<file path="config.mk">
export PLATFORM = sky130hd
export DESIGN_NAME = bin_frame_sink_flat
export DESIGN_NICKNAME = d
export VERILOG_FILES = /design/src/rtl/bin_pkg.sv /design/src/rtl/bin_frame_sink_if.sv /design/src/rtl/bin_pack_ram.sv /design/src/rtl/bin_frame_sink.sv /design/src/flat_wrapper.sv
export SDC_FILE = /design/constraint.sdc
export NUM_CORES = 2
export LEC_CHECK = 0
export ABC_CLOCK_PERIOD_IN_PS = 36700
export CAP_MARGIN = 20
export CORE_AREA = 2 2 617 742
export CTS_CLUSTER_SIZE = 14
export DETAILED_ROUTE_END_ITERATION = 12
export DIE_AREA = 0 0 619 744
export HOLD_SLACK_MARGIN = 0.03
export MAX_ROUTING_LAYER = met4
export PLACE_DENSITY = 0.49
export SLEW_MARGIN = 25
export SYNTH_ARGS = -nofsm -noshare
export SYNTH_HDL_FRONTEND = slang
export SYNTH_HIERARCHICAL = 1
export SYNTH_SLANG_ARGS = --single-unit
export TNS_END_PERCENT = 1
</file>
<file path="constraint.sdc">
create_clock -name clk -period 36.7 [get_ports clk]
set_clock_uncertainty 0.15 [all_clocks]
set_input_delay 7.34 -clock clk [delete_from_list [all_inputs] [get_ports clk]]
set_output_delay 7.34 -clock clk [all_outputs]
set_load 0.02 [all_outputs]
</file>
<file path="src/rtl/bin_pkg.sv">
// Shared definitions for the binarization pipeline's frame sink.
//   state_t : sink FSM states
//   PIX_W   : width of a thresholded pixel
//   PIX_FG  : foreground pixel value (bit 1)
//   PIX_BG  : background pixel value (bit 0)
package bin_pkg;

  typedef enum logic [2:0] {
    IDLE,
    FILL,
    FLUSH,
    DRAIN,
    DONE
  } state_t;

  localparam int PIX_W = 8;
  localparam logic [PIX_W-1:0] PIX_FG = 8'd255;
  localparam logic [PIX_W-1:0] PIX_BG = 8'd0;

endpackage

</file>
<file path="src/rtl/bin_frame_sink_if.sv">
// Stream bundle of bin_frame_sink.
//   Pixel side : we, pixel_in, frame_done (driven by the upstream controller)
//   Byte side  : out_data, out_valid, out_last (to downstream), out_ready (from downstream)
// Modports: slave = the sink itself, master = the environment around it.
interface bin_frame_sink_if;
  import bin_pkg::*;

  logic             we;
  logic [PIX_W-1:0] pixel_in;
  logic             frame_done;
  logic [PIX_W-1:0] out_data;
  logic             out_valid;
  logic             out_ready;
  logic             out_last;

  modport slave (
    input  we, pixel_in, frame_done, out_ready,
    output out_data, out_valid, out_last
  );

  modport master (
    output we, pixel_in, frame_done, out_ready,
    input  out_data, out_valid, out_last
  );

endinterface

</file>
<file path="src/rtl/bin_pack_ram.sv">
// Packed-byte frame buffer: one write port, one read port, synchronous read
// with one cycle of latency. rd_data holds its value when rd_en is low, which
// the sink relies on as a second buffering slot during output stalls.
//   clk              : clock
//   wr_en/addr/data  : byte write
//   rd_en/addr       : read request
//   rd_data          : read data, valid the cycle after rd_en
module bin_pack_ram
  import bin_pkg::*;
#(
  parameter int DEPTH = 512,
  parameter int AW    = $clog2(DEPTH)
) (
  input  logic             clk,
  input  logic             wr_en,
  input  logic [AW-1:0]    wr_addr,
  input  logic [PIX_W-1:0] wr_data,
  input  logic             rd_en,
  input  logic [AW-1:0]    rd_addr,
  output logic [PIX_W-1:0] rd_data
);

  logic [PIX_W-1:0] mem [DEPTH];

  always_ff @(posedge clk) begin
    if (wr_en) mem[wr_addr] <= wr_data;
    if (rd_en) rd_data <= mem[rd_addr];
  end

endmodule

</file>
<file path="src/rtl/bin_frame_sink.sv">
// Consumer end of the binarization write stream. Thresholded pixels are
// packed 8 per byte (earliest pixel in bit 0) into a frame buffer; on
// end-of-frame the packed bitmap is streamed out over valid/ready.
//   clk, rst_n   : clock, synchronous active-low reset
//   bus          : pixel input and byte output stream (bin_frame_sink_if.slave)
//   sink_done    : one-cycle pulse after the final byte is accepted
//   overflow     : sticky, a pixel was dropped
//   byte_count   : bytes stored in the current frame
//   fg_count     : foreground pixels in the current frame
// Optional feature: define BIN_FRAME_SINK_FGCOUNT_EN to build fg_count.
module bin_frame_sink
  import bin_pkg::*;
#(
  parameter int NUM_PIXELS = 4096
) (
  input  logic                                clk,
  input  logic                                rst_n,
  bin_frame_sink_if.slave                     bus,
  output logic                                sink_done,
  output logic                                overflow,
  output logic [$clog2(NUM_PIXELS/8+1)-1:0]   byte_count
`ifdef BIN_FRAME_SINK_FGCOUNT_EN
  ,
  output logic [$clog2(NUM_PIXELS+1)-1:0]     fg_count
`endif
);

  localparam int BUF_DEPTH = NUM_PIXELS / 8;
  localparam int AW        = $clog2(BUF_DEPTH);
  localparam int BC_W      = $clog2(BUF_DEPTH + 1);

  state_t           state_q, state_d;
  logic [2:0]       bit_cnt_q;
  logic [PIX_W-1:0] pack_q, pack_nx;
  logic [BC_W-1:0]  rd_addr_q;
  logic             pix_bit, full, accept, drop, pending;
  logic             wr_en, rd_en, out_free;
  logic [PIX_W-1:0] wr_data, rd_data;
  logic             vld_p1, last_p1;
  logic             out_valid_q, out_last_q;
  logic [PIX_W-1:0] out_data_q;

  // Only the MSB carries the thresholded bit.
  logic unused_pix_bits;
  assign unused_pix_bits = &{1'b0, bus.pixel_in[PIX_W-2:0]};

  assign pix_bit  = bus.pixel_in[PIX_W-1];
  assign full     = (byte_count == BC_W'(BUF_DEPTH));
  assign accept   = bus.we && (state_q == IDLE || state_q == FILL) && !full;
  assign drop     = bus.we && !accept;
  assign out_free = !out_valid_q || bus.out_ready;

  // Starting a new byte clears the stale high bits, so a flushed partial
  // byte is zero-padded without extra logic.
  assign pack_nx = (bit_cnt_q == 3'd0) ? PIX_W'(pix_bit)
                                       : (pack_q | (PIX_W'(pix_bit) << bit_cnt_q));

  // A partial byte is still pending after this cycle's pixel (if any).
  assign pending = accept ? (bit_cnt_q != 3'd7) : (bit_cnt_q != 3'd0);

  always_comb begin
    state_d   = state_q;
    wr_en     = 1'b0;
    wr_data   = pack_nx;
    rd_en     = 1'b0;
    sink_done = 1'b0;
    unique case (state_q)
      IDLE: begin
        wr_en = accept && (bit_cnt_q == 3'd7);
        if (bus.frame_done)  state_d = accept ? FLUSH : DONE;
        else if (accept)     state_d = FILL;
      end
      FILL: begin
        wr_en = accept && (bit_cnt_q == 3'd7);
        if (bus.frame_done) state_d = pending ? FLUSH : DRAIN;
      end
      FLUSH: begin
        wr_en   = 1'b1;
        wr_data = pack_q;
        state_d = DRAIN;
      end
      DRAIN: begin
        // Prefetch while either the RAM output slot is free or the output
        // register is about to take it.
        rd_en = (rd_addr_q < byte_count) && (!vld_p1 || out_free);
        if (out_valid_q && bus.out_ready && out_last_q) state_d = DONE;
      end
      DONE: begin
        sink_done = 1'b1;
        state_d   = IDLE;
      end
      default: state_d = IDLE;
    endcase
  end

  always_ff @(posedge clk) begin
    if (!rst_n) begin
      state_q     <= IDLE;
      bit_cnt_q   <= 3'd0;
      byte_count  <= '0;
      overflow    <= 1'b0;
      rd_addr_q   <= '0;
      vld_p1      <= 1'b0;
      last_p1     <= 1'b0;
      out_valid_q <= 1'b0;
      out_last_q  <= 1'b0;
      out_data_q  <= PIX_BG;
    end else begin
      state_q <= state_d;
      if (drop) overflow <= 1'b1;
      if (state_q == DONE) begin
        bit_cnt_q  <= 3'd0;
        byte_count <= '0;
        rd_addr_q  <= '0;
      end else begin
        if (accept) bit_cnt_q  <= bit_cnt_q + 3'd1;
        if (wr_en)  byte_count <= byte_count + BC_W'(1);
        if (rd_en)  rd_addr_q  <= rd_addr_q + BC_W'(1);
      end
      // p1: RAM output stage
      if (rd_en) begin
        vld_p1  <= 1'b1;
        last_p1 <= (rd_addr_q == byte_count - BC_W'(1));
      end else if (out_free) begin
        vld_p1  <= 1'b0;
      end
      // p2: output register, held while stalled
      if (out_free) begin
        out_valid_q <= vld_p1;
        out_last_q  <= vld_p1 && last_p1;
        if (vld_p1) out_data_q <= rd_data;
      end
    end
  end

  always_ff @(posedge clk) begin
    if (accept) pack_q <= pack_nx;
  end

`ifdef BIN_FRAME_SINK_FGCOUNT_EN
  localparam int FG_W = $clog2(NUM_PIXELS + 1);

  always_ff @(posedge clk) begin
    if (!rst_n)                fg_count <= '0;
    else if (state_q == DONE)  fg_count <= '0;
    else if (accept && pix_bit && fg_count != FG_W'(NUM_PIXELS))
                               fg_count <= fg_count + FG_W'(1);
  end
`endif

  bin_pack_ram #(
    .DEPTH (BUF_DEPTH),
    .AW    (AW)
  ) u_ram (
    .clk     (clk),
    .wr_en   (wr_en),
    .wr_addr (AW'(byte_count)),
    .wr_data (wr_data),
    .rd_en   (rd_en),
    .rd_addr (AW'(rd_addr_q)),
    .rd_data (rd_data)
  );

  assign bus.out_data  = out_data_q;
  assign bus.out_valid = out_valid_q;
  assign bus.out_last  = out_last_q;

endmodule

</file>
<file path="src/flat_wrapper.sv">
// flat-port wrapper written by rule: the top's interface ports become plain ports
module bin_frame_sink_flat import bin_pkg::*;
#(
  parameter int NUM_PIXELS = 4096
)
  (clk, rst_n, sink_done, overflow, byte_count, bus_we, bus_pixel_in, bus_frame_done, bus_out_ready, bus_out_data, bus_out_valid, bus_out_last);
  bin_frame_sink_if bus_i ();
  input  logic clk;
  input  logic rst_n;
  output logic sink_done;
  output logic overflow;
  output logic [$clog2(NUM_PIXELS/8+1)-1:0] byte_count;
  input wire logic [$bits(bus_i.we)-1:0] bus_we;
  input wire logic [$bits(bus_i.pixel_in)-1:0] bus_pixel_in;
  input wire logic [$bits(bus_i.frame_done)-1:0] bus_frame_done;
  input wire logic [$bits(bus_i.out_ready)-1:0] bus_out_ready;
  output wire logic [$bits(bus_i.out_data)-1:0] bus_out_data;
  output wire logic [$bits(bus_i.out_valid)-1:0] bus_out_valid;
  output wire logic [$bits(bus_i.out_last)-1:0] bus_out_last;
  assign bus_i.we = bus_we;
  assign bus_i.pixel_in = bus_pixel_in;
  assign bus_i.frame_done = bus_frame_done;
  assign bus_i.out_ready = bus_out_ready;
  assign bus_out_data = bus_i.out_data;
  assign bus_out_valid = bus_i.out_valid;
  assign bus_out_last = bus_i.out_last;
  bin_frame_sink #(.NUM_PIXELS(NUM_PIXELS)) u_core (.clk(clk), .rst_n(rst_n), .bus(bus_i), .sink_done(sink_done), .overflow(overflow), .byte_count(byte_count));
endmodule
</file>
=== After elaboration in Yosys (flattened, before gate mapping) ===
Memory sizes are Yosys's and may differ from the RTL's. A register that Yosys moved wholly into a read port is not among the register bits.
Index checks and enable logic that the tools add are counted.

* Bits in registers: 47
* RAM bits: 4096
* Bits of input ports: 13
* Word-level logic and storage cells: 71
* Memories kept: 1

* Add/subtract/negate cells: 4
* Magnitude comparators: 1
* Equal/unequal tests: 11
* Shifts and indexed selects: 1
* Muxes and demuxes: 17
* Bitwise operators: 2
* Reductions and logical operators: 23

{| class="wikitable"
|+ Memory list
! memory !! depth !! width !! read ports !! clocked after Yosys merged registers in !! write ports !! line !! text
|-
| u_core.u_ram.mem || 512 || 8 || 1 || 1 || 1 || bin_pack_ram.sv:23 || <nowiki>logic [PIX_W-1:0] mem [DEPTH];</nowiki>
|}

{| class="wikitable"
|+ Operators by type and width
! cell !! number
|-
| adder 10 x 1 -> 10 bit (second input constant) || 2
|-
| two-way mux 8 bit || 2
|-
| two-way mux 3 bit || 5
|-
| one-hot mux 3 bit (4 select lines) || 1
|-
| equality test 10 bit || 1
|-
| equality test 10 bit (second input constant) || 1
|-
| less-than comparator 10 bit || 1
|-
| subtractor 10 x 1 -> 10 bit (second input constant) || 1
|-
| logical AND 1 bit || 8
|-
| two-way mux 1 bit || 8
|-
| OR 8 bit || 1
|-
| << shifter 1 x 3 -> 8 bit || 1
|-
| equality test 3 x 2 -> 1 bit (second input constant) || 2
|-
| equality test 3 bit (second input constant) || 2
|-
| zero test 3 bit || 2
|-
| zero test 1 bit || 4
|-
| OR reduction 2 bit || 2
|-
| adder 3 x 1 -> 3 bit (second input constant) || 1
|-
| equality test 3 x 1 -> 1 bit (second input constant) || 1
|-
| logical OR 1 bit || 3
|-
| != test 3 x 2 -> 1 bit (second input constant) || 1
|-
| != test 3 bit (second input constant) || 1
|-
| AND reduction 3 bit || 1
|-
| nonzero test 3 bit || 1
|-
| 6 further kinds || 6
|}

=== Logic depth before layout (Yosys ltp) ===
* Depth after elaboration: 8
* Depth in mapped cells: 12
* Depth with buffers taken out: 9

=== Hierarchy ===
The synthesis kept the hierarchy.

{| class="wikitable"
|+ By module, submodules not included
! module !! instances !! cells an instance !! area an instance (µm²) !! sequential area each (µm²)
|-
| bin_pack_ram || 1 || 8030 || 160007.2 || 123238.2
|-
| bin_frame_sink || 1 || 317 || 2747.6 || 1021.0
|}

=== Least setup slack after synthesis ===
Ideal clock, no wire load.

* Path kind: in2reg
* Start: input bus_pixel_in[7]
* End: memory u_core.u_ram.mem[0][7] (data pin)
* Data arrival time: 28.067 ns
* Slack: 4.233 ns
* Cell stages on the path: 2
* Path buffers: 0
* Cells stage by stage: a31oi_1 > o31ai_1

* Word-level cells in the longest chain between the ends: 4

{| class="wikitable"
|+ RTL lines
! item !! line !! text
|-
| from (decl) || flat_wrapper.sv:14 || <nowiki>input wire logic [$bits(bus_i.pixel_in)-1:0] bus_pixel_in;</nowiki>
|-
| << shifter 1 x 3 -> 8 bit || bin_frame_sink.sv:56 || <nowiki>: (pack_q | (PIX_W'(pix_bit) << bit_cnt_q));</nowiki>
|-
| OR 8 bit || bin_frame_sink.sv:56 ||
|-
| two-way mux 8 bit || bin_frame_sink.sv:55 || <nowiki>assign pack_nx = (bit_cnt_q == 3'd0) ? PIX_W'(pix_bit)</nowiki>
|-
| two-way mux 8 bit || bin_frame_sink.sv:67 || <nowiki>unique case (state_q)</nowiki>
|-
| named net u_core.wr_data[7] || bin_frame_sink.sv:38 || <nowiki>logic [PIX_W-1:0] wr_data, rd_data;</nowiki>
|-
| to (decl) || bin_pack_ram.sv:23 ||
|}

The timed path passes the listed nets, and every way through them passes these cells.

=== Worst setup path in the final report ===
* Start: input bus_pixel_in[7]
* End: memory u_core.u_ram.mem[412][0] (data pin)

* Word-level cells in the longest chain between the ends: 4

{| class="wikitable"
|+ RTL lines
! item !! line !! text
|-
| << shifter 1 x 3 -> 8 bit || bin_frame_sink.sv:56 ||
|-
| OR 8 bit || bin_frame_sink.sv:56 ||
|-
| two-way mux 8 bit * || bin_frame_sink.sv:55 ||
|-
| named net u_core.pack_nx[0] || bin_frame_sink.sv:34 || <nowiki>logic [PIX_W-1:0] pack_q, pack_nx;</nowiki>
|-
| two-way mux 8 bit * || bin_frame_sink.sv:67 ||
|-
| named net u_core.wr_data[0] || bin_frame_sink.sv:38 ||
|}

The timed path passes the listed nets; every way through them passes the cells marked *.

==> flow_summary.json <==
{
  "status": "completed",
  "clk_pin_slew_ns": 0.06,
  "cts_resized": 0,
  "dieArea_um2": 461000,
  "syn_area_um2": 163000,
  "post_cts.repair.setup_buffers": 0,
  "crit_fanout": 86,
  "async_reset_ff_share_pct": 0,
  "cpMostUsedCell": "buf_4",
  "fin_cells": 14800,
  "combPwrFrac_pct": 8.6,
  "post-route-util_pct": 40.4,
  "syn_inst": 8347,
  "slew_headroom_pct": 24.0,
  "finish.instance_area_um2": 183000,
  "period_minus_slack_ns": 11.75,
  "rr_startpoint": "u_core/rd_addr_q[0]",
  "worst_pin_slew_ns": 1.13,
  "ys_ff_latch": 4151,
  "power_frac_seq_pct": 53.2,
  "wl_per_cell_um": 30.1,
  "clkPwrFrac_pct": 38.2,
  "met1_usage_pct": 25.1,
  "cp-end-kind": "register",
  "via_per_inst": 5.54,
  "ios": 35,
  "syn_to_final_growth_pct": 12.3,
  "fin_total_pwr_w": 0.0110,
  "grt_overflow": 0,
  "synth_warnings": 6,
  "worstHoldStart": "u_core/bus.out_data[0]",
  "ys_types": 70,
  "finalSetupTns_ns": 0,
  "max_freq_ghz": 0.0851,
  "rows": 271,
  "cts_htree_levels": 5,
  "p_sw_w": 0.00264,
  "grt_pass1_wl_um": 629000,
  "startpoint": "bus_pixel_in[7]",
  "antenna_found_initial": 25,
  "drive_gt1_share_pct": 16.8,
  "crit_family": "buffers and inverters",
  "critPathRequiredTime_ns": 37.15,
  "min_path_type": "register to register",
  "syn_avg_cell_area_um2": 19.5,
  "clock-sinks": 4151,
  "core_um2": 453000,
  "slowest_delay_ns": 0.86,
  "switching_share_pct": 24.1,
  "grt_pass1_vias": 83300,
  "ant_nets": 0,
  "synth_edf_count": 4112,
  "gp_congestion": 0.818,
  "path_class": "input port to register",
  "power.density_nw_per_um2": 60.0,
  "detailed_place_hpwl_um": 269000,
  "drtIter0Drc": 8107,
  "grt_usage_pct": 19.6,
  "vias": 82000,
  "cp_num_buf_inv": 5,
  "synth_nets": 8376,
  "cp_cell_sequence": "clkdlybuf4s50_1 -> a32o_1 -> mux2_8 -> buf_4 -> buf_4 -> buf_4 -> buf_4",
  "tritoncts": "built",
  "portBuffers": 27,
  "clockRootBuffer": "clkbuf_16",
  "drv_slew": 0,
  "numCtsBuffers": 420,
  "dp.cells": 14000,
  "drv_cap": 0,
  "die_width_um": 619,
  "use_met3_pct": 2.16,
  "cp_slowest_cell": "buf_4",
  "ir_drop_mv": 0.0633,
  "met2_usage_pct": 32.7,
  "hold_viol_final": 0,
  "period_share_pct": 32.0,
  "setup_viol": 0,
  "grt-busiest-layer": "met2",
  "synth_top_flop_cell": "edfxtp_1",
  "p_leak_nw": 53.4,
  "dr.pass1.iters": 5,
  "rsz0062_at_grt": "false",
  "startpoint_type": "input port",
  "routed_wl_um": 446000,
  "start_util_pct": 35.9,
  "internal_power_w": 0.00833,
  "worst_ep_arrival_time_ns": 12.20,
  "ctsHoldBuffers": 0,
  "drcViolationCount": 0,
  "cts_buffer_depth": 4,
  "die_height_um": 744,
  "place_area_um2": 169000,
  "worst_skew_pair.late_latency_ns": 0.99,
  "nets": 8472,
  "synth.yosys.seq_area_share_pct": 76.3,
  "grt_max_degree": 170
}
[power by group through the flow]
stage | clock network (W) | registers [W] | logic (W)
5_1_grt | 0.00446 | 0.00584 | 0.00102
3_5_place_dp | 0 | 0.00594 | 0.000965
3_3_place_gp | 0 | 0.00594 | 0.000911
2_1_floorplan | 0 | 0.00620 | 0.000414
6_report | 0.00419 | 0.00584 | 0.000943
4_1_cts | 0.00429 | 0.00584 | 0.000964
[worst register-to-register path, delay by kind of cell (launching register included)]
family,cells,cell delay [ns]
mux,1,0.25
flops,1,0.65
simple gates,2,0.52
buf+inv,5,4.13
compound gates,4,1.59
[layout by cell type, fill, tap and decap left out, types with 91 or more instances in the layout]
master	synthesis	layout
nand2_1	139	124
a21oi_1	209	208
mux2i_1	799	799
mux4_2	654	654
buf_4	71	155
o21ai_0	125	121
o22ai_1	163	163
o221ai_1	371	371
clkinv_1	0	95
edfxtp_1	4112	4112
clkinv_2	0	91
nor3_1	115	112
nor2_1	630	628
clkbuf_16	0	429
[Yosys cell counts (65+ instances only)]
library cell     n  area (µm²)
o221ai_1       371        3250
nor3_1         115         576
mux4_2         654       14700
nor2_1         630        2360
o22ai_1        163        1020
buf_4           71         533
buf_6           65         732
clkbuf_1       273        1020
o21ai_0        125         626
edfxtp_1      4112      123000
nand2_1        139         522
mux2i_1        799        8000
a21oi_1        209        1050
[path summary, 6_finish.rpt]
| kind | end | slack (ns) | cells past startpoint |
|---|---|---|---|
| min reg2reg | u_core/bus.out_data[0] | 0.33 | 2 |
| min | u_core/bus.out_data[0] | 0.33 | 2 |
| max | u_core/u_ram/mem[412][0] | 24.95 | 7 |
| max reg2reg | u_core/u_ram/rd_data[4] | 29.12 | 12 |
[cell families (layout without fill, tap and decap cells)]
logic type	after synthesis	in the layout	synth area share, %
flip-flops	4151	4151	76.3
multiplexers	1459	1459	14.0
adder cells (fa/ha/maj)	16	16	0.123
XOR/XNOR	25	25	0.135
buffers and inverters	550	994	1.90
AND/OR/NAND/NOR	1104	1104	2.97
AO/OA/AOI/OAI	1042	1042	4.51
other	0	14	0
[per-layer routing]
layer	part of all wire (%)	vias to the layer above	wire length (µm)
met2	50	2430	225000
met5	0	-	0
met3	5.0	611	22200
met1	41	44100	184000
met4	3.4	0	15300
li1	-	34800	-
[area by class of cell]
class                           count  area [µm²]
Antenna cell                       14        35.0
Clock buffer                      521       11100
Clock inverter                    249        2300
Fill cell                       40500      270000
Inverter                           24        98.8
Multi-Input combinational cell   3646       35700
Sequential cell                  4151      124000
Tap cell                         6006        7510
Timing Repair Buffer              200        1760
[stage by stage]
step	hold slack (ns)	worst slack, ns
2_1_floorplan	0.292	4.23
3_3_place_gp	0.315	23.74
3_5_place_dp	0.323	23.59
4_1_cts	0.331	24.66
5_1_grt	0.360	24.62
6_report	0.327	24.95
[state kept, by name (all words and copies together), names as in the netlist]
| name | flops |
|---|---|
| u_core/bus.out_data | 8 |
| u_core/u_ram/mem | 4096 |
| u_core/u_ram/rd_data | 8 |
| u_core/last_p1 | 1 |
| u_core/overflow | 1 |
| u_core/bus.out_last | 1 |
| u_core/bus.out_valid | 1 |
| u_core/pack_q | 8 |
| u_core/bit_cnt_q | 3 |
| u_core/vld_p1 | 1 |
| u_core/byte_count | 10 |
| u_core/rd_addr_q | 10 |
| u_core/state_q | 3 |
Power figures use the tool's default switching activity.
